### src/rtl/alu_share_ctrl_pkg.sv
`default_nettype none
// ============================================================================
// Module   : alu_share_ctrl_pkg
// Purpose  : Shared definitions for the shared-ALU arbitration block:
//            ALU opcode encodings, datapath width and the requester-ID
//            width derivation.
// Revision : 1.0 - initial release
// ============================================================================
package alu_share_ctrl_pkg;

   localparam int DATA_W = 32;
   localparam int OP_W   = 3;

   // Opcodes 000 and 111 both pass operand A through unchanged.
   typedef enum logic [OP_W-1:0] {
      OP_PASS0 = 3'b000,
      OP_SUM   = 3'b001,
      OP_SUB   = 3'b010,
      OP_AND   = 3'b011,
      OP_OR    = 3'b100,
      OP_XOR   = 3'b101,
      OP_MUL   = 3'b110,
      OP_PASS7 = 3'b111
   } alu_op_e;

   // Requester-ID width: at least one bit even for a single requester.
   function automatic int idw_f(input int nreq);
      return (nreq <= 1) ? 1 : $clog2(nreq);
   endfunction

endpackage : alu_share_ctrl_pkg
`default_nettype wire

### src/rtl/alu_share_ctrl_if.sv
`default_nettype none
// ============================================================================
// Module   : alu_share_ctrl_if
// Purpose  : Request/response bundle of the shared-ALU block.
//            master : requesters + response consumer
//            slave  : alu_share_ctrl
// Signals  : req_valid_i/req_ready_o  per-requester handshake (NREQ bits)
//            req_op_i/req_a_i/req_b_i packed per-requester operation
//            rsp_valid_o/rsp_ready_i  response handshake
//            rsp_data_o/rsp_zero_o/rsp_id_o response payload
// Revision : 1.0 - initial release
// ============================================================================
interface alu_share_ctrl_if
   import alu_share_ctrl_pkg::*;
#(
   parameter int NREQ = 4
);
   localparam int IDW = idw_f(NREQ);

   logic [NREQ-1:0]        req_valid_i;
   logic [NREQ-1:0]        req_ready_o;
   logic [OP_W*NREQ-1:0]   req_op_i;
   logic [DATA_W*NREQ-1:0] req_a_i;
   logic [DATA_W*NREQ-1:0] req_b_i;
   logic                   rsp_valid_o;
   logic                   rsp_ready_i;
   logic [DATA_W-1:0]      rsp_data_o;
   logic                   rsp_zero_o;
   logic [IDW-1:0]         rsp_id_o;

   modport master (
      output req_valid_i, req_op_i, req_a_i, req_b_i, rsp_ready_i,
      input  req_ready_o, rsp_valid_o, rsp_data_o, rsp_zero_o, rsp_id_o
   );

   modport slave (
      input  req_valid_i, req_op_i, req_a_i, req_b_i, rsp_ready_i,
      output req_ready_o, rsp_valid_o, rsp_data_o, rsp_zero_o, rsp_id_o
   );

endinterface : alu_share_ctrl_if
`default_nettype wire

### src/rtl/alu_share_ctrl_rr_arbiter.sv
`default_nettype none
// ============================================================================
// Module   : alu_share_ctrl_rr_arbiter
// Purpose  : Request arbiter for the shared ALU. Round-robin by default,
//            starting the search at i_ptr; fixed lowest-index priority when
//            ALU_ARB_FIXED_PRIO_EN is defined (i_ptr then ignored).
// Ports    : i_req      request vector
//            i_ptr      round-robin start index
//            i_accept   response stage can load this cycle
//            o_grant    one-hot grant, gated by i_accept
//            o_winner   index of the selected requester (ungated)
//            o_fire     a grant is issued this cycle
//            o_ptr_nxt  pointer value for the next cycle
// Config   : ALU_ARB_FIXED_PRIO_EN
// Revision : 1.0 - initial release
// ============================================================================
module alu_share_ctrl_rr_arbiter
   import alu_share_ctrl_pkg::*;
#(
   parameter int NREQ = 4,
   parameter int IDW  = idw_f(NREQ)
) (
   input  wire logic [NREQ-1:0] i_req,
   input  wire logic [IDW-1:0]  i_ptr,
   input  wire logic            i_accept,
   output logic      [NREQ-1:0] o_grant,
   output logic      [IDW-1:0]  o_winner,
   output logic                 o_fire,
   output logic      [IDW-1:0]  o_ptr_nxt
);

   logic            w_found;
   int              w_sel;
   logic [NREQ-1:0] w_grant_raw;

`ifdef ALU_ARB_FIXED_PRIO_EN
   logic w_unused_ptr;
   assign w_unused_ptr = ^i_ptr;

   always_comb begin
      w_found = 1'b0;
      w_sel   = 0;
      for (int k = 0; k < NREQ; k++) begin
         if (!w_found && i_req[k]) begin
            w_found = 1'b1;
            w_sel   = k;
         end
      end
   end

   assign o_ptr_nxt = '0;
`else
   logic [NREQ-1:0] w_rot;

   always_comb begin
      // Rotate so bit k of w_rot is requester (ptr+k) mod NREQ; the first
      // set bit is then the round-robin winner.
      w_rot   = NREQ'({i_req, i_req} >> i_ptr);
      w_found = 1'b0;
      w_sel   = 0;
      for (int k = 0; k < NREQ; k++) begin
         if (!w_found && w_rot[k]) begin
            w_found = 1'b1;
            w_sel   = int'(i_ptr) + k;
         end
      end
      if (w_sel >= NREQ) begin
         w_sel = w_sel - NREQ;
      end
   end

   always_comb begin
      o_ptr_nxt = i_ptr;
      if (o_fire) begin
         o_ptr_nxt = (int'(o_winner) == NREQ - 1) ? '0 : o_winner + 1'b1;
      end
   end
`endif

   always_comb begin
      w_grant_raw = '0;
      for (int j = 0; j < NREQ; j++) begin
         w_grant_raw[j] = w_found && (w_sel == j);
      end
   end

   assign o_winner = IDW'(w_sel);
   assign o_fire   = w_found & i_accept;
   assign o_grant  = w_grant_raw & {NREQ{i_accept}};

endmodule : alu_share_ctrl_rr_arbiter
`default_nettype wire

### src/rtl/alu_share_ctrl.sv
`default_nettype none
// ============================================================================
// Module   : alu_share_ctrl
// Purpose  : Shares one 32-bit ALU among NREQ requesters. One requester is
//            granted per cycle, its operation is computed combinationally in
//            the grant cycle and captured in a single response register that
//            is drained through a valid/ready port (1 op/cycle sustained).
// Ports    : clk_i    clock
//            rst_n_i  asynchronous active-low reset
//            bus      alu_share_ctrl_if.slave (request + response bundle)
// Config   : ALU_ARB_FIXED_PRIO_EN - fixed lowest-index priority instead of
//            round-robin; no pointer register in that build.
// Revision : 1.0 - initial release
// ============================================================================
module alu_share_ctrl
   import alu_share_ctrl_pkg::*;
#(
   parameter int NREQ = 4
) (
   input  wire logic          clk_i,
   input  wire logic          rst_n_i,
   alu_share_ctrl_if.slave    bus
);

   localparam int IDW = idw_f(NREQ);

   logic              r_rsp_valid;
   logic [DATA_W-1:0] r_rsp_data;
   logic              r_rsp_zero;
   logic [IDW-1:0]    r_rsp_id;

   logic              w_accept;
   logic [NREQ-1:0]   w_grant;
   logic [IDW-1:0]    w_winner;
   logic              w_fire;
   logic [IDW-1:0]    w_ptr;
   logic [IDW-1:0]    w_ptr_nxt;

   logic [OP_W-1:0]   w_op;
   logic [DATA_W-1:0] w_a;
   logic [DATA_W-1:0] w_b;
   logic [DATA_W-1:0] w_alu_res;
   logic              w_eq;

   // The response register can take a new result when empty or being
   // drained this cycle. Gated by reset so no request is acknowledged
   // while rst_n_i is low.
   assign w_accept = rst_n_i & (~r_rsp_valid | bus.rsp_ready_i);

   // ------------------------------------------------------------------
   // Arbitration pointer
   // ------------------------------------------------------------------
`ifdef ALU_ARB_FIXED_PRIO_EN
   logic w_unused_ptr_nxt;
   assign w_unused_ptr_nxt = ^w_ptr_nxt;
   assign w_ptr            = '0;
`else
   logic [IDW-1:0] r_ptr;

   always_ff @(posedge clk_i or negedge rst_n_i) begin
      if (!rst_n_i) begin
         r_ptr <= '0;
      end else begin
         r_ptr <= w_ptr_nxt;
      end
   end

   assign w_ptr = r_ptr;
`endif

   alu_share_ctrl_rr_arbiter #(
      .NREQ (NREQ),
      .IDW  (IDW)
   ) u_arb (
      .i_req     (bus.req_valid_i),
      .i_ptr     (w_ptr),
      .i_accept  (w_accept),
      .o_grant   (w_grant),
      .o_winner  (w_winner),
      .o_fire    (w_fire),
      .o_ptr_nxt (w_ptr_nxt)
   );

   assign bus.req_ready_o = w_grant;

   // ------------------------------------------------------------------
   // Operand / opcode mux by winner index
   // ------------------------------------------------------------------
   always_comb begin
      w_op = '0;
      w_a  = '0;
      w_b  = '0;
      for (int i = 0; i < NREQ; i++) begin
         if (w_winner == IDW'(i)) begin
            w_op = bus.req_op_i[OP_W*i +: OP_W];
            w_a  = bus.req_a_i[DATA_W*i +: DATA_W];
            w_b  = bus.req_b_i[DATA_W*i +: DATA_W];
         end
      end
   end

   // ------------------------------------------------------------------
   // Shared ALU (single instance). Unsigned, modulo 2^32; MUL keeps the
   // low word only. The zero flag is an operand equality compare.
   // ------------------------------------------------------------------
   always_comb begin
      w_alu_res = w_a;
      case (w_op)
         OP_SUM:  w_alu_res = w_a + w_b;
         OP_SUB:  w_alu_res = w_a - w_b;
         OP_AND:  w_alu_res = w_a & w_b;
         OP_OR:   w_alu_res = w_a | w_b;
         OP_XOR:  w_alu_res = w_a ^ w_b;
         OP_MUL:  w_alu_res = w_a * w_b;
         default: w_alu_res = w_a;
      endcase
   end

   assign w_eq = (w_a == w_b);

   // ------------------------------------------------------------------
   // Response register: loads on grant, clears valid on drain without a
   // new grant; payload holds its last value when idle.
   // ------------------------------------------------------------------
   always_ff @(posedge clk_i or negedge rst_n_i) begin
      if (!rst_n_i) begin
         r_rsp_valid <= 1'b0;
         r_rsp_data  <= '0;
         r_rsp_zero  <= 1'b0;
         r_rsp_id    <= '0;
      end else begin
         if (w_fire) begin
            r_rsp_valid <= 1'b1;
            r_rsp_data  <= w_alu_res;
            r_rsp_zero  <= w_eq;
            r_rsp_id    <= w_winner;
         end else if (bus.rsp_ready_i) begin
            r_rsp_valid <= 1'b0;
         end
      end
   end

   assign bus.rsp_valid_o = r_rsp_valid;
   assign bus.rsp_data_o  = r_rsp_data;
   assign bus.rsp_zero_o  = r_rsp_zero;
   assign bus.rsp_id_o    = r_rsp_id;

endmodule : alu_share_ctrl
`default_nettype wire

### src/flat_wrapper.sv
// flat-port wrapper written by rule: the top's interface ports become plain ports
module alu_share_ctrl_flat import alu_share_ctrl_pkg::*;
#(
   parameter int NREQ = 4
)
  (clk_i, rst_n_i, bus_req_valid_i, bus_req_op_i, bus_req_a_i, bus_req_b_i, bus_rsp_ready_i, bus_req_ready_o, bus_rsp_valid_o, bus_rsp_data_o, bus_rsp_zero_o, bus_rsp_id_o);
  alu_share_ctrl_if #(.NREQ(NREQ)) bus_i ();
  input  wire logic clk_i;
  input  wire logic rst_n_i;
  input wire logic [$bits(bus_i.req_valid_i)-1:0] bus_req_valid_i;
  input wire logic [$bits(bus_i.req_op_i)-1:0] bus_req_op_i;
  input wire logic [$bits(bus_i.req_a_i)-1:0] bus_req_a_i;
  input wire logic [$bits(bus_i.req_b_i)-1:0] bus_req_b_i;
  input wire logic [$bits(bus_i.rsp_ready_i)-1:0] bus_rsp_ready_i;
  output wire logic [$bits(bus_i.req_ready_o)-1:0] bus_req_ready_o;
  output wire logic [$bits(bus_i.rsp_valid_o)-1:0] bus_rsp_valid_o;
  output wire logic [$bits(bus_i.rsp_data_o)-1:0] bus_rsp_data_o;
  output wire logic [$bits(bus_i.rsp_zero_o)-1:0] bus_rsp_zero_o;
  output wire logic [$bits(bus_i.rsp_id_o)-1:0] bus_rsp_id_o;
  assign bus_i.req_valid_i = bus_req_valid_i;
  assign bus_i.req_op_i = bus_req_op_i;
  assign bus_i.req_a_i = bus_req_a_i;
  assign bus_i.req_b_i = bus_req_b_i;
  assign bus_i.rsp_ready_i = bus_rsp_ready_i;
  assign bus_req_ready_o = bus_i.req_ready_o;
  assign bus_rsp_valid_o = bus_i.rsp_valid_o;
  assign bus_rsp_data_o = bus_i.rsp_data_o;
  assign bus_rsp_zero_o = bus_i.rsp_zero_o;
  assign bus_rsp_id_o = bus_i.rsp_id_o;
  alu_share_ctrl #(.NREQ(NREQ)) u_core (.clk_i(clk_i), .rst_n_i(rst_n_i), .bus(bus_i));
endmodule
### config.mk
export PLATFORM = sky130hd
export DESIGN_NAME = alu_share_ctrl_flat
export DESIGN_NICKNAME = d
export VERILOG_FILES = /design/src/rtl/alu_share_ctrl_pkg.sv /design/src/rtl/alu_share_ctrl_if.sv /design/src/rtl/alu_share_ctrl_rr_arbiter.sv /design/src/rtl/alu_share_ctrl.sv /design/src/flat_wrapper.sv
export SDC_FILE = /design/constraint.sdc
export NUM_CORES = 2
export LEC_CHECK = 0
export CORE_ASPECT_RATIO = 0.7
export CORE_MARGIN = 5
export CORE_UTILIZATION = 55
export DETAILED_ROUTE_END_ITERATION = 16
export PLACE_DENSITY = 0.86
export SLEW_MARGIN = 20
export SYNTH_ARGS = -nofsm -noshare
export SYNTH_HDL_FRONTEND = slang
export SYNTH_SLANG_ARGS = --single-unit
### constraint.sdc
create_clock -name clk_i -period 16.55 [get_ports clk_i]
set_clock_uncertainty 0.05 [all_clocks]
set_input_delay 1.655 -clock clk_i [delete_from_list [all_inputs] [get_ports clk_i]]
set_output_delay 1.655 -clock clk_i [all_outputs]
set_load 0.01 [all_outputs]
* Word level (Yosys, flattened, before mapping) *
Index checks and enable logic that the tools add are counted.

word-level totals
  bits in registers = 38
  bits of input ports = 275
  output and inout bits = 40
  word-level logic and storage cells = 75

cells by class
  add/subtract/negate cells = 7
  multipliers = 1
  magnitude comparators = 1
  eq/ne operators = 14
  shift operators = 1
  multiplexer cells = 25
  bitwise operators = 8
  reduce and logical (&&, ||, !) cells = 13

operator list
  cell                                                                                   count
  32-bit 2-to-1 mux                                                                      12
  32-bit one-hot mux with 6 select lines                                                 1
  32-bit by 3-bit equality test with 1-bit output (second input constant)                2
  32-bit adder                                                                           1
  32-bit bitwise AND                                                                     1
  32-bit by 2-bit equality test with 1-bit output (second input constant)                1
  32-bit equality test                                                                   1
  32-bit by 4-bit greater-or-equal comparator with 1-bit output (second input constant)  1
  32-bit zero test                                                                       1
  32-bit by 32-bit multiplier with 32-bit output                                         1
  32-bit bitwise OR                                                                      1
  32-bit subtractor                                                                      1
  32-bit by 4-bit subtractor with 32-bit output (second input constant)                  1
  32-bit XOR                                                                             1
  3-bit 2-to-1 mux                                                                       4
  3-bit equality test (second input constant)                                            3
  8-bit by 2-bit >> shifter with 4-bit output                                            1
  1-bit logical AND                                                                      7
  2-bit by 2-bit adder with 3-bit output (second input constant)                         2
  3-bit by 2-bit equality test with 1-bit output (second input constant)                 2
  1-bit 2-to-1 mux                                                                       6
  4-bit bitwise AND                                                                      1
  2-bit by 1-bit equality test with 1-bit output (second input constant)                 2
  2-bit equality test (second input constant)                                            2
  10 further kinds                                                                       14

* Logic depth before layout (Yosys ltp) *
  word-level depth = 20
  depth in mapped cells = 43
  mapped depth without buffers = 36

* By module *
A second synthesis with hierarchy kept.

unflattened totals
  cell total of the unflattened synthesis = 2778
  area, all modules = 23532.6 sq um

modules (own cells, without submodules)
  module                     instances  cells each  area each (sq um)  sequential area each (sq um)
  alu_share_ctrl             1          2732        23177.2            950.9
  alu_share_ctrl_rr_arbiter  1          46          355.3              0.0

* Least setup slack after synthesis *
Ideal clock, no wire load.

  path kind = in2reg
  start = input bus_req_valid_i[0]
  end = register u_core.r_rsp_data[30], in the netlist u_core.bus.rsp_data_o[30]
  setup time = 0.132 ns
  data arrival time = 10.462 ns
  data required time = 16.368 ns
  slack = 5.906 ns
  stages on the path = 40
  path buffers = 7
  cell sequence = a21oi_1 -> o21a_1 -> o22ai_1 -> inv_1 -> ha_1 -> buf_4 -> nand2b_1 -> buf_4 -> buf_2 -> buf_2 -> clkbuf_1 -> o221a_2 -> clkbuf_1 -> inv_1 -> clkbuf_1 -> nor2_1 -> fa_1 -> fa_1 -> (+4 left out) -> fa_1 -> inv_1 -> fa_1 -> inv_1 -> fa_1 -> fa_1 -> ha_1 -> and3_1 -> o311a_1 -> o21ai_0 -> nor2_1 -> a31oi_1 -> o21bai_1 -> a21o_1 -> a221oi_1 -> xnor2_1 -> a221oi_1 -> a21oi_1

between the ends
  longest elaborated chain between the ends = 20
  elaborated cells between the ends (all ways) = 48
  classes of those cells = 3 x add/sub; 1 x mul; 1 x order compare; 9 x eq/ne; 1 x shift; 22 x mux; 4 x bitwise; 7 x reduce/logical

ends and longest elaborated chain
  element                                                                                                                                line                                                              RTL
  start: declaration                                                                                                                     flat_wrapper.sv:10                                                input wire logic [$bits(bus_i.req_valid_i)-1:0] bus_req_valid_i;
  8-bit by 2-bit >> shifter with 4-bit output (*)                                                                                        alu_share_ctrl_rr_arbiter.sv:58                                   w_rot = NREQ'({i_req, i_req} >> i_ptr);
  1-bit 2-to-1 mux                                                                                                                       alu_share_ctrl_rr_arbiter.sv:62                                   if (!w_found && w_rot[k]) begin
  1-bit zero test                                                                                                                        alu_share_ctrl_rr_arbiter.sv:62
  1-bit logical AND                                                                                                                      alu_share_ctrl_rr_arbiter.sv:62
  1-bit 2-to-1 mux                                                                                                                       alu_share_ctrl_rr_arbiter.sv:62
  1-bit zero test                                                                                                                        alu_share_ctrl_rr_arbiter.sv:62
  1-bit logical AND                                                                                                                      alu_share_ctrl_rr_arbiter.sv:62
  1-bit 2-to-1 mux                                                                                                                       alu_share_ctrl_rr_arbiter.sv:62
  (+2 left out)                                                                                                                          n/a
  32-bit 2-to-1 mux (*)                                                                                                                  alu_share_ctrl_rr_arbiter.sv:62
  32-bit by 4-bit subtractor with 32-bit output / 32-bit by 4-bit greater-or-equal comparator with 1-bit output (equally long branches)  alu_share_ctrl_rr_arbiter.sv:68, alu_share_ctrl_rr_arbiter.sv:67
  32-bit 2-to-1 mux (*)                                                                                                                  alu_share_ctrl_rr_arbiter.sv:67                                   if (w_sel >= NREQ) begin
  via u_core.u_arb.o_winner[1]                                                                                                           alu_share_ctrl_rr_arbiter.sv:27                                   output logic [IDW-1:0] o_winner,
  2-bit zero test                                                                                                                        alu_share_ctrl.sv:94                                              if (w_winner == IDW'(i)) begin
  32-bit 2-to-1 mux / 3-bit 2-to-1 mux (equally long branches) (4 in series)                                                             alu_share_ctrl.sv:94
  32-bit by 32-bit multiplier with 32-bit output (tied with other cells)                                                                 alu_share_ctrl.sv:114                                             OP_MUL: w_alu_res = w_a * w_b;
  32-bit one-hot mux with 6 select lines (*)                                                                                             alu_share_ctrl.sv:108                                             case (w_op)
  end signal: assignment                                                                                                                 alu_share_ctrl.sv:134                                             r_rsp_data <= w_alu_res;
  end: declaration                                                                                                                       alu_share_ctrl.sv:28                                              logic [DATA_W-1:0] r_rsp_data;

Mark *: on every way through the listed nets, which the timed path passes. The rest lies on a longest branch.
A chain may end at the register's enable or synchronous reset.

* Worst setup path after layout *
  start = input bus_req_valid_i[1]
  end = register u_core.r_rsp_data[30], in the netlist u_core.bus.rsp_data_o[30]

The elaborated chain is that of the path after synthesis.

==> impl_metrics.tcl <==
set metrics [dict create \
    status "finished clean" \
    hold_class "register to register" \
    drt-wirelength-per-cell_um 26.9 \
    ant_nets 0 \
    stdcell_area_mm2 0.0277 \
    route.vias.total 24170 \
    setup_violations 0 \
    maxCapViolations 0 \
    critPathMaxStageDelay_ps 930 \
    r2r_slack_ps 4890 \
    tns_ps 0 \
    drt-pass1-iter-count 8 \
    finalMaxSlewViolations 0 \
    seqCellArea_um2 951 \
    yosys_warnings 0 \
    area_growth_pct 15.3 \
    crit_buf_inv 9 \
    min_to "u_core.bus.rsp_data_o[13]$_DFFE_PN0P_" \
    dieArea_mm2 0.0480 \
    grt_setup_unrepaired "false" \
    place_area_mm2 0.0275 \
    dp_hpwl_um 81500 \
    port_buffers 314 \
    min_path_cells 1 \
    die_x_um 260 \
    tightest_slew_ps 1260 \
    synth_edf_count 0 \
    reg2reg_to "u_core.bus.rsp_data_o[30]$_DFFE_PN0P_" \
    cp_data_required_time_ps 16660 \
    cts_setup_buffers 0 \
    grt_pass1_wl_um 152000 \
    via_per_inst 6.32 \
    worstPathMaxFanout 44 \
    drt_iter0_markers 3146 \
    hold_violations 0 \
    async_flop_share_pct 100 \
    place.gp.congestion 1.08 \
    reg2reg_from "u_core.r_ptr[1]$_DFFE_PN0P_" \
    start_util_pct 55.4 \
    fmax_mhz 76.3 \
    pin_count 315 \
    drt_wl_total_um 103000 \
    hp-start "u_core.bus.rsp_data_o[13]$_DFFE_PN0P_" \
    cts_buffer_depth 2 \
    synthCells 3039 \
    rr_worst_depth 35 \
    ys_ff_latch 38 \
    cts_tree "built" \
    critPathKind "input pin to register" \
    grt-ovfl-total 0 \
    finalCriticalPeriod_ps 13100 \
    arrival_ps 13220 \
    synthesis.area_mm2 0.0240 \
    fin_crit_sh_pct 79.2 \
    syn_area_per_cell_um2 7.91 \
    critPathTopFamily "adder cells" \
    die_h_um 185 \
    synthesis.nets 3949 \
    seq_area_frac_synth_pct 3.96 \
    cts_hold_buf 0 \
    ys_types 84 \
    root_buffer "clkbuf_16" \
    fill_cells 3823 \
    cp_slowest_cell "clkinv_1" \
    htree_levels 2 \
    route.detailed.drc 0 \
    grt_pass1_vias 24462 \
    synth_flop_cell "dfrtp_1" \
    clkTransAtPathRegs_ps 70 \
    cts-buffers-inserted 5 \
    track_usage_pct 42.1 \
    core_mm2 0.0434 \
    drive_gt1_share_pct 4.31 \
    path_common_cell "fa_1" \
    cts_sinks 38 \
    endpoint_kind "register" \
    slew_headroom_pct 15.9 \
    row_count 64 \
    clock_latency_ps 290 \
    cts_resized 0 \
    antenna_found_initial 3 \
    multiInputGateArea_mm2 0.0204 \
    grt_max_degree 73 \
    start_kind "input pin" \
    nNetsFinal 4137 \
]
-- layout make-up --
| class | count | share of cell area, % |
|---|---|---|
| clock inverter | 3 | 0.163 |
| inverter | 490 | 6.64 |
| multi-input combinational | 2321 | 73.7 |
| timing repair buffer | 371 | 12.9 |
| antenna | 2 | 0.0181 |
| tap | 594 | 2.68 |
| clock buffer | 5 | 0.452 |
| sequential | 38 | 3.43 |
-- per-layer routing --
metal / GRT usage [%] / share of wire [%]
met4: 18.5 / 5.8
met2: 63.5 / 42
met1: 55.0 / 37
met3: 15.5 / 15
met5: 0 / 0.0088
-- placed cells by master (no fill, tap or decap), types with 8 or more instances in the layout --
master / n
o21a_1: 14
o22ai_1: 22
a221oi_1: 30
dfrtp_1: 38
o221ai_2: 8
buf_4: 57
nor3_1: 28
a21oi_1: 195
nor4_1: 9
a211oi_1: 25
or3_1: 12
and2_1: 13
nand4_1: 8
o221ai_1: 19
inv_2: 10
a221o_1: 14
a21o_1: 30
nor2b_1: 18
clkdlybuf4s50_1: 313
xor2_1: 16
nor2_1: 409
inv_1: 467
o21bai_1: 19
nand2_1: 335
o41ai_1: 8
o21ai_0: 133
nand3_1: 14
ha_1: 221
xnor2_1: 76
fa_1: 410
a22o_1: 22
nand2b_1: 40
a31oi_1: 19
clkinv_1: 13
a2111oi_0: 8
o221a_2: 22
-- kinds of logic (layout without fill, tap and decap cells) --
family,Yosys count,after routing,share of synthesized area [%]
AND/OR/NAND/NOR,922,922,16.2
multiplexers,3,3,0.130
adder cells (fa/ha/maj),635,635,45.9
XOR/XNOR,98,98,3.92
AO/OA/AOI/OAI,663,663,18.5
other,0,2,0
buffers and inverters,680,869,11.4
flip-flops,38,38,3.96
-- metrics by stage --
stage / worst slack [ps] / hold WS [ps] / utilization, % / std cells
floorplan: 5910 / 457 / - / 3039
global placement: 3970 / 398 / 63.4 / 3814
detailed placement: 3590 / 406 / 63.4 / 3814
CTS: 3860 / 431 / 63.8 / 3822
global route: 3220 / 452 / 63.8 / 3822
finish: 3450 / 428 / 63.8 / 3824
-- how the worst max path moves through the flow --
stage,from,end,cells after the start
2_1_floorplan,bus_req_valid_i[0],u_core.bus.rsp_data_o[30]$_DFFE_PN0P_,40
3_3_place_gp,bus_req_valid_i[1],u_core.bus.rsp_data_o[19]$_DFFE_PN0P_,34
3_5_place_dp,bus_req_valid_i[1],u_core.bus.rsp_data_o[30]$_DFFE_PN0P_,36
4_1_cts,bus_req_valid_i[1],u_core.bus.rsp_data_o[19]$_DFFE_PN0P_,34
5_1_grt,bus_req_valid_i[1],u_core.bus.rsp_data_o[19]$_DFFE_PN0P_,34
6_report,bus_req_valid_i[1],u_core.bus.rsp_data_o[30]$_DFFE_PN0P_,36
-- synth_stat cells (8+ instances only) --
library cell  count  share of area (%)
nor3_1           29               0.60
buf_1            16               0.25
buf_2            56                1.2
o41ai_1           8               0.29
o21bai_1         19               0.59
nand4_1           8               0.21
a31oi_1          19               0.49
fa_1            410                 34
buf_6            10               0.47
buf_4            12               0.37
a211oi_1         25               0.78
or3_1            12               0.31
xnor2_1          76                2.8
clkbuf_1         95                1.5
nor2_1          409                6.4
nor4_1            9               0.23
o221ai_1         27               0.98
nor2b_1          19               0.49
nand2b_1         42                1.1
inv_2            10               0.16
o21ai_0         133                2.8
a22o_1           22               0.80
and2_1           13               0.34
o21a_1           14               0.44
a21o_1           31               0.97
clkinv_1         13               0.20
o22ai_1          22               0.57
nand2_1         335                5.2
o221a_2          22                1.0
a2111oi_0         8               0.29
ha_1            225                 12
a221o_1          14               0.58
nand3_1          14               0.29
dfrtp_1          38                4.0
a21oi_1         195                4.1
a221oi_1         30                1.1
inv_1           467                7.3
xor2_1           16               0.58
-- state kept, by name, summed over array words and instances, names as in the netlist --
name,flops
u_core.bus.rsp_valid_o,1
u_core.bus.rsp_zero_o,1
u_core.bus.rsp_id_o,2
u_core.bus.rsp_data_o,32
u_core.r_ptr,2
Power is left out: the tool's default activity adds up to more than one toggle a clock period on the data nets, which glitch-free logic cannot reach.
